[src/rtl/hw_frame_pkg.sv]
// hw_frame_latch shared types: FSM states, latched op, command/status codes.
// Default geometry: 13 PIO words of 32 bits, 16-bit swap counter.
package hw_frame_pkg;

    localparam int DEF_NUM_PORTS = 13;
    localparam int DEF_WIDTH     = 32;
    localparam int DEF_CNT_W     = 16;

    localparam logic [1:0] CMD_IDLE   = 2'b00;
    localparam logic [1:0] CMD_COMMIT = 2'b01;
    localparam logic [1:0] CMD_CLEAR  = 2'b10;
    localparam logic [1:0] CMD_RSVD   = 2'b11;

    localparam logic [1:0] STS_READY = 2'b00;
    localparam logic [1:0] STS_ACK   = 2'b01;
    localparam logic [1:0] STS_BUSY  = 2'b10;
    localparam logic [1:0] STS_ERROR = 2'b11;

    typedef enum logic [2:0] {
        ST_IDLE,
        ST_CAPTURE,
        ST_WAIT_FRAME,
        ST_ACK,
        ST_ERR
    } state_t;

    typedef enum logic {
        OP_COMMIT,
        OP_CLEAR
    } op_t;

    function automatic logic [1:0] status_of(state_t s);
        logic [1:0] r;
        r = STS_READY;
        case (s)
            ST_CAPTURE:    r = STS_BUSY;
            ST_WAIT_FRAME: r = STS_BUSY;
            ST_ACK:        r = STS_ACK;
            ST_ERR:        r = STS_ERROR;
            default:       r = STS_READY;
        endcase
        return r;
    endfunction

endpackage

[src/rtl/frame_reg_bank.sv]
// Shadow + active word banks. Shadow word wr_idx_i loads from data_i on
// wr_en_i; swap_i copies shadow to active, clear_i zeroes active. Out: active_o.
module frame_reg_bank #(
    parameter int NUM_PORTS = 13,
    parameter int WIDTH     = 32,
    parameter int IDX_W     = 4
) (
    input  logic                       clk_i,
    input  logic                       rst_ni,
    input  logic                       wr_en_i,
    input  logic [IDX_W-1:0]           wr_idx_i,
    input  logic [NUM_PORTS*WIDTH-1:0] data_i,
    input  logic                       swap_i,
    input  logic                       clear_i,
    output logic [NUM_PORTS*WIDTH-1:0] active_o
);

    logic [NUM_PORTS*WIDTH-1:0] shadow_q;
    logic [NUM_PORTS*WIDTH-1:0] active_q;

    always_ff @(posedge clk_i or negedge rst_ni) begin
        if (!rst_ni) begin
            shadow_q <= '0;
            active_q <= '0;
        end else begin
            for (int k = 0; k < NUM_PORTS; k++) begin
                if (wr_en_i && wr_idx_i == IDX_W'(k)) begin
                    shadow_q[k*WIDTH +: WIDTH] <= data_i[k*WIDTH +: WIDTH];
                end
            end
            if (clear_i) begin
                active_q <= '0;
            end else if (swap_i) begin
                active_q <= shadow_q;
            end
        end
    end

    assign active_o = active_q;

endmodule

[src/rtl/hw_frame_latch.sv]
// Tear-free frame parameter latch behind the nios PIO exports.
// In: port_data, hw_sig, frame_start. Out: sw_sig, frame_data/valid/count.
module hw_frame_latch
    import hw_frame_pkg::*;
#(
    parameter int NUM_PORTS = DEF_NUM_PORTS,
    parameter int WIDTH     = DEF_WIDTH,
    parameter int CNT_W     = DEF_CNT_W
) (
    input  logic                       clk_clk,
    input  logic                       reset_reset_n,
    input  logic [NUM_PORTS*WIDTH-1:0] port_data,
    input  logic [1:0]                 hw_sig,
    input  logic                       frame_start,
    output logic [1:0]                 sw_sig,
    output logic [NUM_PORTS*WIDTH-1:0] frame_data,
    output logic                       frame_valid,
    output logic [CNT_W-1:0]           frame_count
);

    localparam int IDX_W = (NUM_PORTS > 1) ? $clog2(NUM_PORTS) : 1;
    localparam logic [IDX_W-1:0] LAST = IDX_W'(NUM_PORTS - 1);

    state_t           state_q, state_d;
    op_t              op_q, op_d;
    logic [1:0]       cmd_q;
    logic [IDX_W-1:0] idx_q, idx_d;
    logic [CNT_W-1:0] cnt_q, cnt_d;
    logic             valid_q, valid_d;
    logic [1:0]       sw_q, sw_d;
    logic             wr_en, swap, clr;

    always_comb begin
        state_d = state_q;
        op_d    = op_q;
        idx_d   = idx_q;
        cnt_d   = cnt_q;
        valid_d = valid_q;
        wr_en   = 1'b0;
        swap    = 1'b0;
        clr     = 1'b0;
        unique case (state_q)
            ST_IDLE: begin
                unique case (cmd_q)
                    CMD_COMMIT: begin
                        idx_d   = '0;
                        op_d    = OP_COMMIT;
                        state_d = ST_CAPTURE;
                    end
                    CMD_CLEAR: begin
                        op_d    = OP_CLEAR;
                        state_d = ST_WAIT_FRAME;
                    end
                    CMD_RSVD: state_d = ST_ERR;
                    default:  state_d = ST_IDLE;
                endcase
            end
            ST_CAPTURE: begin
                // Abort wins over the capture of the current word.
                if (cmd_q == CMD_IDLE) begin
                    state_d = ST_IDLE;
                end else begin
                    wr_en = 1'b1;
                    idx_d = idx_q + 1'b1;
                    if (idx_q == LAST) begin
                        state_d = ST_WAIT_FRAME;
                    end
                end
            end
            ST_WAIT_FRAME: begin
                if (cmd_q == CMD_IDLE) begin
                    state_d = ST_IDLE;
                end else if (frame_start) begin
                    swap    = (op_q == OP_COMMIT);
                    clr     = (op_q == OP_CLEAR);
                    valid_d = (op_q == OP_COMMIT);
                    cnt_d   = cnt_q + 1'b1;
                    state_d = ST_ACK;
                end
            end
            ST_ACK, ST_ERR: begin
                if (cmd_q == CMD_IDLE) begin
                    state_d = ST_IDLE;
                end
            end
            default: state_d = ST_IDLE;
        endcase
        // Status is registered from the next state so it moves on the
        // same edge as the state it reports.
        sw_d = status_of(state_d);
    end

    always_ff @(posedge clk_clk or negedge reset_reset_n) begin
        if (!reset_reset_n) begin
            state_q <= ST_IDLE;
            op_q    <= OP_COMMIT;
            cmd_q   <= CMD_IDLE;
            idx_q   <= '0;
            cnt_q   <= '0;
            valid_q <= 1'b0;
            sw_q    <= STS_READY;
        end else begin
            state_q <= state_d;
            op_q    <= op_d;
            cmd_q   <= hw_sig;
            idx_q   <= idx_d;
            cnt_q   <= cnt_d;
            valid_q <= valid_d;
            sw_q    <= sw_d;
        end
    end

    frame_reg_bank #(
        .NUM_PORTS(NUM_PORTS),
        .WIDTH    (WIDTH),
        .IDX_W    (IDX_W)
    ) u_bank (
        .clk_i   (clk_clk),
        .rst_ni  (reset_reset_n),
        .wr_en_i (wr_en),
        .wr_idx_i(idx_q),
        .data_i  (port_data),
        .swap_i  (swap),
        .clear_i (clr),
        .active_o(frame_data)
    );

    assign sw_sig      = sw_q;
    assign frame_valid = valid_q;
    assign frame_count = cnt_q;

endmodule

[config.mk]
export PLATFORM = sky130hd
export DESIGN_NAME = hw_frame_latch
export DESIGN_NICKNAME = d
export VERILOG_FILES = /design/src/rtl/hw_frame_pkg.sv /design/src/rtl/frame_reg_bank.sv /design/src/rtl/hw_frame_latch.sv
export SDC_FILE = /design/constraint.sdc
export NUM_CORES = 1
export LEC_CHECK = 0
export BUFFER_PORTS_ARGS = -buffer_cell sky130_fd_sc_hd__buf_2
export CELL_PAD_IN_SITES_DETAIL_PLACEMENT = 1
export CELL_PAD_IN_SITES_GLOBAL_PLACEMENT = 2
export CORE_MARGIN = 10
export CORE_UTILIZATION = 33
export CTS_BUF_LIST = sky130_fd_sc_hd__clkbuf_8
export DETAILED_ROUTE_END_ITERATION = 7
export GPL_ROUTABILITY_DRIVEN = 0
export GPL_TIMING_DRIVEN = 0
export PLACE_DENSITY = 0.84
export RECOVER_POWER = 25
export SYNTH_ARGS = -nofsm -noshare
export SYNTH_HDL_FRONTEND = slang
export SYNTH_HIERARCHICAL = 1
export SYNTH_SLANG_ARGS = --single-unit
[constraint.sdc]
create_clock -name clk_clk -period 2.5 [get_ports clk_clk]
set_input_delay 0.5 -clock clk_clk [delete_from_list [all_inputs] [get_ports clk_clk]]
set_output_delay 0.5 -clock clk_clk [all_outputs]
set_load 0.02 [all_outputs]
==> results.txt, run 1 <==
* Mean area per synthesized cell: 14.18 um^2
- Skew-Pair Late Insertion Delay: 0.85 ns
- Clock tree synthesis selected as its root buffer the cell sky130_fd_sc_hd__clkbuf_8.
- Along the worst path, the maximum fanout reaches 10.
- Synthesis inferred 861 register bits.
- Total count of max-transition violations in the final report: 66
- Max_slew headroom: -0.1577
* Leakage dissipation: 24.14 nW
* Clock tree from TritonCTS: done
- During synthesis, Yosys emitted a total of 6 warnings.
- Main synth FF type: sky130_fd_sc_hd__dfrtp_1
- Maximum level of the CTS H-tree: 4
- Class of the tightest hold or removal check: input pin to register
- Arrival @ worst endpoint: 3.05 ns
- IO Pins: 856
- Summing over every cut layer, the via total after detailed routing is 24919.
- Post-placement setup slack: -1.900 ns
* Vias in the first global route: 28947
* Layout overhead on the synthesized area: 42.12%
- The number of placed instances, taps included, is 4606.
* Standard cell area after detailed placement: 39900 um^2
- Clock tree skew after final layout: 0.06819 ns
- Setup slack on the critical path of the routed design comes to 0.1356 ns.
- Top layer reached by signal wires: met5
* Met2 WL: 64.69 mm
- Measured along the y axis, the die boundary spans 339.5 um.
- For this run, the total global-route usage over all layers was measured as 0.2123.
* Post-synth EDFFs: 0
- The finished cells cover 47870 um^2.
* Placeable Area: 101600 um^2
- Clock tree synthesis inserted a total of 151 buffers.
- Global-route wire length before repair: 187.2 mm
* Number of design-rule violations left by the first detailed-router iteration: 1261
* Initial antenna violation count: 23
* Violated checks: max-capacitance violations, max-slew violations
- CP Class: register to register
- Clock-pin slew was measured on the worst setup and hold paths at 0.05 ns.
- Antenna-violating nets left: 0
- Overall overflow remaining after global route: 0
- The die covers 115200 um^2.
- Final number of hold-violating endpoints: 0
- Clock period minus final worst setup slack: 2.364 ns
* Filler cell count in the final layout: 10778
* Fraction of layout cells with a size suffix above 1: 0.4159
- In this run the power density over the cells is 982.5 nW/um^2.
- DIE WIDTH: 339.5 um
- For this run, design rule violations remaining after detail routing come to 0.
- Detailed-router iteration count before antenna repair: 5
- The tool flagged a number of max-cap violations equal to 1.
- The detailed router put a total of 46.30 mm of wire on met1.
* Mean number of vias per cell: 4.684
- Setup violations remaining at the end of the flow were counted as 0.
- When the netlist entered floorplanning its net count stood at 2805.
* Area of all sequential standard cells: 21550 um^2
* Average wire per standard cell: 23.64 um
- The initial utilization of the core area, before any placement, comes to 0.3315.
- Maximum number of pins on one net before global-route repair: 122
* Total Routed Length: 125.8 mm
* Multi-input gate area: 11560 um^2
- Data required time of the critical path: 3.19 ns
- Number of clock sinks: 861
- Half-perimeter wire length of the detailed placement result: 86.26 mm
* Number of library cell types mapped by synthesis: 43
- Of the available clock period, the critical path in the final layout requires 0.9458.
- For this run, the register share of the synthesized area comes to 0.6397.
- The floorplan has 117 rows.
- For this run, the number of standard cells in the final layout without fillers is 5320.
- Synthesis handed over a netlist of 2375 instances.
- Measured slew at the worst slew-check pin: 1.737 ns
- Met3 Routed Length: 8.955 mm
- Summing every instance area after synthesis gives 33680 um^2.
- The flow ran to the end, but the final reports show violations.
- IR analysis of the VDD net gives a maximum drop of 0.6237 mV.
* Nature of the critical path startpoint: register
* Fmax: 422.9 MHz
- Share of flip-flops with an asynchronous set or reset after synthesis: 1.000
- Crit. End Element: register
* Net count of the finished layout: 4261
- Buffers placed on the I/O ports in this run total 855.
- In this run the deepest clock path goes through 3 buffers.
- Aggregate negative setup slack: 0 ns
==> final timing paths <==
path	start	end	slack, ns	cells after the start
max	cmd_q[1]	u_bank/shadow_q[269]	0.14	10
min	frame_start	frame_valid	0.17	4
max reg2reg	cmd_q[1]	u_bank/shadow_q[269]	0.14	10
min reg2reg	frame_count[15]	frame_count[15]	0.48	1
max in group asynchronous	reset_reset_n	frame_count[14]	0.34	5
min in group asynchronous	reset_reset_n	u_bank/active_o[393]	0.29	3
==> metrics by stage <==
step	hold WS, ns	power (mW)	util
3_5_place_dp	0.4794	33.26	0.3928
4_1_cts	0.05570	47.08	0.4694
5_1_grt	0.1156	49.54	0.4711
6_report	0.1660	47.03	0.4712
3_3_place_gp	0.4594	32.73	0.3905
2_1_floorplan	0.2044	27.73	-
==> cell families (layout without fill, tap and decap cells) <==
logic type      count (synthesis)  after routing  share of synthesized area
mux                           835            835                     0.2700
xor+xnor                       17             17                   0.004421
buf+inv                       146           1707                    0.02092
other cells                     0             16                          0
flops                         861            861                     0.6397
fa+ha+maj                       9              9                   0.003343
simple gates                  496            496                    0.05947
compound gates                 11             11                   0.002155
==> area by class of cell <==
| cell class | count | share of cell area |
|---|---|---|
| inverter | 7 | 0.0006012 |
| antenna | 16 | 0.0008364 |
| clock inverter | 81 | 0.009985 |
| tap | 1368 | 0.03576 |
| buffer | 138 | 0.02420 |
| timing repair buffer | 1304 | 0.1861 |
| multi-input combinational | 1368 | 0.2415 |
| clock buffer | 177 | 0.05089 |
| sequential | 861 | 0.4501 |
==> critical path, stage by stage, from the launching register on <==
cell and delay, ns:
sky130_fd_sc_hd__dfrtp_1 0.36, sky130_fd_sc_hd__inv_2 0.07, sky130_fd_sc_hd__ha_4 0.19, sky130_fd_sc_hd__nor3_4 0.20, sky130_fd_sc_hd__nand2_2 0.11, sky130_fd_sc_hd__inv_4 0.10, sky130_fd_sc_hd__nand3b_4 0.14, sky130_fd_sc_hd__or3_1 0.37
sky130_fd_sc_hd__buf_4 0.19, sky130_fd_sc_hd__buf_8 0.18, sky130_fd_sc_hd__mux2_4 0.31
==> sequential cells by signal (all words and copies together), names as in the netlist <==
signal / cells
u_bank/active_o: 416
u_bank/shadow_q: 416
frame_count: 16
idx_q: 4
state_q: 3
cmd_q: 2
sw_sig: 2
frame_valid: 1
op_q: 1
==> where the power goes <==
group / leakage [nW] / internal [mW] / total [mW] / switching (mW)
clock network: 1.68 / 6.74 / 12.7 / 6.00
registers: 11.2 / 17.9 / 20.3 / 2.38
logic: 11.2 / 5.82 / 14.0 / 8.17
==> Yosys cell counts, types with 2 or more instances <==
master / n / area, um^2
sky130_fd_sc_hd__or2_2: 2 / 12.51
sky130_fd_sc_hd__mux2_2: 341 / 3840
sky130_fd_sc_hd__nand2b_1: 2 / 12.51
sky130_fd_sc_hd__nand2_1: 18 / 67.56
sky130_fd_sc_hd__clkbuf_1: 55 / 206.5
sky130_fd_sc_hd__nor3_1: 2 / 10.01
sky130_fd_sc_hd__ha_1: 9 / 112.6
sky130_fd_sc_hd__inv_1: 7 / 26.28
sky130_fd_sc_hd__nor4_1: 3 / 18.77
sky130_fd_sc_hd__and3_1: 6 / 37.54
sky130_fd_sc_hd__nand3_1: 5 / 25.02
sky130_fd_sc_hd__mux2_1: 19 / 214.0
sky130_fd_sc_hd__o21ai_0: 2 / 10.01
sky130_fd_sc_hd__mux2i_1: 418 / 4184
sky130_fd_sc_hd__nand3b_1: 3 / 22.52
sky130_fd_sc_hd__a21oi_1: 3 / 15.01
sky130_fd_sc_hd__nor4b_1: 2 / 17.52
sky130_fd_sc_hd__xor2_1: 7 / 61.31
sky130_fd_sc_hd__buf_2: 74 / 370.4
sky130_fd_sc_hd__nor2_1: 435 / 1633
sky130_fd_sc_hd__xnor2_1: 10 / 87.58
sky130_fd_sc_hd__nand4_1: 5 / 31.28
sky130_fd_sc_hd__buf_4: 3 / 22.52
sky130_fd_sc_hd__or3_1: 3 / 18.77
sky130_fd_sc_hd__mux2_4: 57 / 855.8
sky130_fd_sc_hd__dfrtp_1: 861 / 21550
sky130_fd_sc_hd__buf_6: 7 / 78.83
==> layout by cell type, fill, tap and decap left out, types with 3 or more instances in the layout <==
cell | synthesis | layout
sky130_fd_sc_hd__buf_2 | 74 | 871
sky130_fd_sc_hd__dfrtp_1 | 861 | 861
sky130_fd_sc_hd__nor2_1 | 435 | 428
sky130_fd_sc_hd__dlygate4sd3_1 | 0 | 419
sky130_fd_sc_hd__mux2i_1 | 418 | 417
sky130_fd_sc_hd__mux2_2 | 341 | 341
sky130_fd_sc_hd__clkbuf_8 | 0 | 178
sky130_fd_sc_hd__inv_1 | 7 | 58
sky130_fd_sc_hd__mux2_4 | 57 | 57
sky130_fd_sc_hd__buf_6 | 7 | 35
sky130_fd_sc_hd__buf_4 | 3 | 30
sky130_fd_sc_hd__clkbuf_2 | 0 | 29
sky130_fd_sc_hd__mux2_1 | 19 | 19
sky130_fd_sc_hd__diode_2 | 0 | 16
sky130_fd_sc_hd__nand2_1 | 18 | 16
sky130_fd_sc_hd__clkbuf_4 | 0 | 15
sky130_fd_sc_hd__clkbuf_1 | 55 | 15
sky130_fd_sc_hd__buf_8 | 0 | 12
sky130_fd_sc_hd__clkinv_2 | 0 | 11
sky130_fd_sc_hd__xnor2_1 | 10 | 10
sky130_fd_sc_hd__ha_1 | 9 | 8
sky130_fd_sc_hd__buf_16 | 0 | 8
sky130_fd_sc_hd__nor2_4 | 0 | 7
sky130_fd_sc_hd__xor2_1 | 7 | 7
sky130_fd_sc_hd__clkinvlp_4 | 0 | 7
sky130_fd_sc_hd__and3_1 | 6 | 5
sky130_fd_sc_hd__nand3_1 | 5 | 5
sky130_fd_sc_hd__nand4_1 | 5 | 5
sky130_fd_sc_hd__clkbuf_16 | 0 | 5
sky130_fd_sc_hd__a21oi_1 | 3 | 3
sky130_fd_sc_hd__bufinv_16 | 0 | 3
sky130_fd_sc_hd__nand3b_1 | 3 | 3
==> metal layers <==
metal / vias to the layer above / GRT usage
met5: - / 0
li1: 11042 / -
met2: 831 / 0.3760
met1: 12780 / 0.2236
met3: 256 / 0.07529
met4: 10 / 0.09884
==> repair_timing <==
| action | 4_1_cts | 5_1_grt |
|---|---|---|
| buffers inserted | 14 | 5 |
| endpoints found under the hold margin | 483 | 0 |
| resized for setup | 177 | 35 |
| hold buffers | 420 | 0 |
| setup endpoints to repair | 831 | 925 |
| gates cloned | 0 | 2 |
| pin swaps | 4 | 4 |
Power figures use the tool's default switching activity.
==> run 2: changes to the inputs <==
--- a/config.mk
+++ b/config.mk
@@ -9,12 +9,12 @@
 export CELL_PAD_IN_SITES_DETAIL_PLACEMENT = 1
 export CELL_PAD_IN_SITES_GLOBAL_PLACEMENT = 2
 export CORE_MARGIN = 10
-export CORE_UTILIZATION = 33
+export CORE_UTILIZATION = 35
 export CTS_BUF_LIST = sky130_fd_sc_hd__clkbuf_8
 export DETAILED_ROUTE_END_ITERATION = 7
 export GPL_ROUTABILITY_DRIVEN = 0
 export GPL_TIMING_DRIVEN = 0
-export PLACE_DENSITY = 0.84
+export PLACE_DENSITY = 0.85
 export RECOVER_POWER = 25
 export SYNTH_ARGS = -nofsm -noshare
 export SYNTH_HDL_FRONTEND = slang
==> constraint.sdc (replaced) <==
create_clock -name clk_clk -period 2.78 [get_ports clk_clk]
set_input_delay 0.556 -clock clk_clk [delete_from_list [all_inputs] [get_ports clk_clk]]
set_output_delay 0.556 -clock clk_clk [all_outputs]
set_load 0.02 [all_outputs]
==> run 2 against run 1 <==
The run now ends clean; register-to-register slack about the same; sequential power decreased by 9.9%; wire length increased by 0.61%; critical path type unchanged; critical endpoint is now u_bank/shadow_q[138]; largest power group unchanged.
==> results.txt, run 2 (synthesis gave the netlist of run 1 again) <==
- Antenna-violating nets left: 0
- TritonCTS built the clock tree.
- The first global-routing pass estimated 185.8 mm of wire.
- Net Sw Frac: 0.3550
- Worst setup path startpoint: cmd_q[0]
* Skew-Pair Late Insertion Delay: 0.82 ns
* Placed cell count: 4502
- The net count of the finished layout is 4254.
- Fin util: 0.4958
- Setup slack, reg-to-reg: 0.14 ns
- The kind of cell with the highest combined delay along the critical path is buffers and inverters.
- For the pin with the worst max-slew slack, the measured transition is 0.8087 ns.
- The die covers 109000 um^2.
* Fraction of layout cells with a size suffix above 1: 0.3618
* Mean number of vias per cell: 4.787
- PwrDens: 897.3 nW/um^2
- The internal power of the cells totals 27.34 mW.
- From left edge to right edge, the die measures 330.2 um.
* Global-route total usage across every layer: 0.2236
- IO Pins: 856
* Fmax: 379.2 MHz
* Most common cell after layout, fill and taps aside: sky130_fd_sc_hd__dfrtp_1
- Clk slew on worst S/H paths: 0.06 ns
- Total Routed Length: 126.5 mm
* Clock period minus final worst setup slack: 2.637 ns
- Nature of the critical path startpoint: register
- Entering global routing, the biggest net connects 122 pins.
- The number of antenna violations at the first check in global routing is 28.
- Data required time of the critical path: 3.46 ns
* Final setup vio count: 0
* Hold path startpoint: frame_start
- Setup slack closes at 0.1427 ns.
- Clock tree synthesis found a total of 861 sinks.
* Maximum vdd ir drop: 0.4487 mV
* Worst Hold End: frame_count[0]
- Row generation in the floorplan step produced 113 rows.
- Power dissipated by switching net loads: 15.05 mW
- Effective utilization at floorplan: 0.3534
- Post-placement setup slack: -1.781 ns
* Half-perimeter wire length of the detailed placement result: 83.63 mm
* Relative contribution of sequential cells to total power: 0.432
- Count of buffer and inverter cells on the critical path: 5
- Counting cells, the worst reg-to-reg path comes to 11.
- Placeable Area: 95290 um^2
- Maximum level of the CTS H-tree: 4
- Number of buffers on the longest clock path: 3
- The signal on the critical path passes through inv_1 > ha_4 > nor3_2 > nand2_1 > inv_2 > nand3b_1 > buf_4 > or3_1 > buf_2 > buf_6 > mux2_1.
- Final number of hold-violating endpoints: 0
- Detailed-router iteration count before antenna repair: 6
- Vertical die dimension: 330.2 um
- Counting instances, the worst hold path has a depth of 3.
- Endpoint of the most critical register-to-register path: u_bank/shadow_q[138]
* Crit. End Element: register
- Final Non-Filler Cells: 5222
* Overall overflow remaining after global route: 0
- Crit share post-route: 0.9487
* Min Hold Slack: 0.1382 ns
- Across the routed clock network, the largest skew measured is 0.04240 ns.
- Class of the tightest hold or removal check: input pin to register
- At the worst endpoint, the arrival time is 3.32 ns.
* CP Class: register to register
* Leakage dissipation: 23.27 nW
* Vias: 24998
* Post-route DRC violation count: 0
- Maximum net fanout on the critical path: 10
- In this design, the stage delay of the slowest critical-path cell is 0.38 ns.
* Layout overhead on the synthesized area: 40.27%
- Vias in the first global route: 28850
- Combinational share of power: 0.288
- The share of total power dissipated in the clock network is 0.279.
- Slowest stage cell, crit path: sky130_fd_sc_hd__dfrtp_1
* Multi-input gate area: 11530 um^2
- Average wire per standard cell: 24.23 um
- Once placement finished, the instance area stood at 39750 um^2.
- Number of design-rule violations left by the first detailed-router iteration: 1296
- Area of all sequential standard cells: 21550 um^2
- The number of pins with negative max-slew slack in the final report was 0.
* MaxCap Viol Count: 0
- Port Buffers: 855
* Reg-to-Reg Start: cmd_q[0]
* Root Buffer Master: sky130_fd_sc_hd__clkbuf_8
* Max_slew headroom: 0.4559
- After routing the design area is 47240 um^2.
- Leaving out fill and tap cells, the most frequent cells in the layout are sky130_fd_sc_hd__dfrtp_1 (861), sky130_fd_sc_hd__buf_2 (668), sky130_fd_sc_hd__nor2_1 (428).
* Number of buffers added by the clock tree synthesis step: 152
- Run status: finished, final reports clean
- Counting the fill cells in the layout gives 10121.
[run 2: what timing repair did]
action	4_1_cts	5_1_grt
pin swaps	2	0
hold buffers	419	0
endpoints found under the setup margin	758	583
hold endpoints to repair	508	0
setup buffers	10	5
resized for setup	120	13
[run 2: worst max path at each step]
| stage | to | slack, ns | cells past startpoint |
|---|---|---|---|
| after floorplan | u_bank/active_o[100] | 0.22 | 10 |
| after global placement | u_bank/active_o[408] | -17.80 | 1 |
| after detailed placement | u_bank/active_o[266] | -1.78 | 10 |
| after CTS | u_bank/shadow_q[367] | -0.05 | 9 |
| after global routing | u_bank/shadow_q[148] | -0.005 | 11 |
| final | u_bank/shadow_q[138] | 0.14 | 11 |
[run 2: layer usage]
| layer | wire length [um] | up-vias | share of wire | GRT usage |
|---|---|---|---|---|
| li1 | - | 11037 | - | - |
| met1 | 45250 | 12757 | 0.36 | 0.2341 |
| met2 | 65400 | 918 | 0.52 | 0.3911 |
| met3 | 9668 | 284 | 0.076 | 0.07593 |
| met4 | 6216 | 2 | 0.049 | 0.1229 |
| met5 | 13 | - | 0.00010 | 0 |
[run 2: metrics by stage]
stage	power (mW)	setup TNS [ns]
2_1_floorplan	24.93	0
3_3_place_gp	29.39	-
3_5_place_dp	29.91	-658.93
4_1_cts	42.47	-0.7117
5_1_grt	44.63	-0.004726
6_report	42.39	0
[run 2: layout make-up]
cell class / instances / area share
Tap cell: 1265 / 0.03350
Clock inverter: 68 / 0.007151
Multi-Input combinational cell: 1368 / 0.2441
Timing Repair Buffer: 1296 / 0.1810
Antenna cell: 24 / 0.001271
Buffer: 138 / 0.01960
Sequential cell: 861 / 0.4561
Inverter: 7 / 0.0005562
Clock buffer: 195 / 0.05681
[run 2: power by group through the flow]
stage                     combinational (mW)  sequential, mW  clock [mW]
after floorplan                         4.83            20.1           0
after global placement                  11.3            18.1           0
after detailed placement                11.6            18.3           0
after CTS                               12.3            18.1        12.0
after global routing                    13.1            18.7        12.8
final                                   12.2            18.3        11.8
[run 2: worst register-to-register path, cell delays in order, from the launching register on]
cell and delay (ns):
sky130_fd_sc_hd__dfrtp_1 0.38, sky130_fd_sc_hd__inv_1 0.11, sky130_fd_sc_hd__ha_4 0.21, sky130_fd_sc_hd__nor3_2 0.21, sky130_fd_sc_hd__nand2_1 0.13, sky130_fd_sc_hd__inv_2 0.16
sky130_fd_sc_hd__nand3b_1 0.09, sky130_fd_sc_hd__buf_4 0.19, sky130_fd_sc_hd__or3_1 0.32, sky130_fd_sc_hd__buf_2 0.22, sky130_fd_sc_hd__buf_6 0.20, sky130_fd_sc_hd__mux2_1 0.33
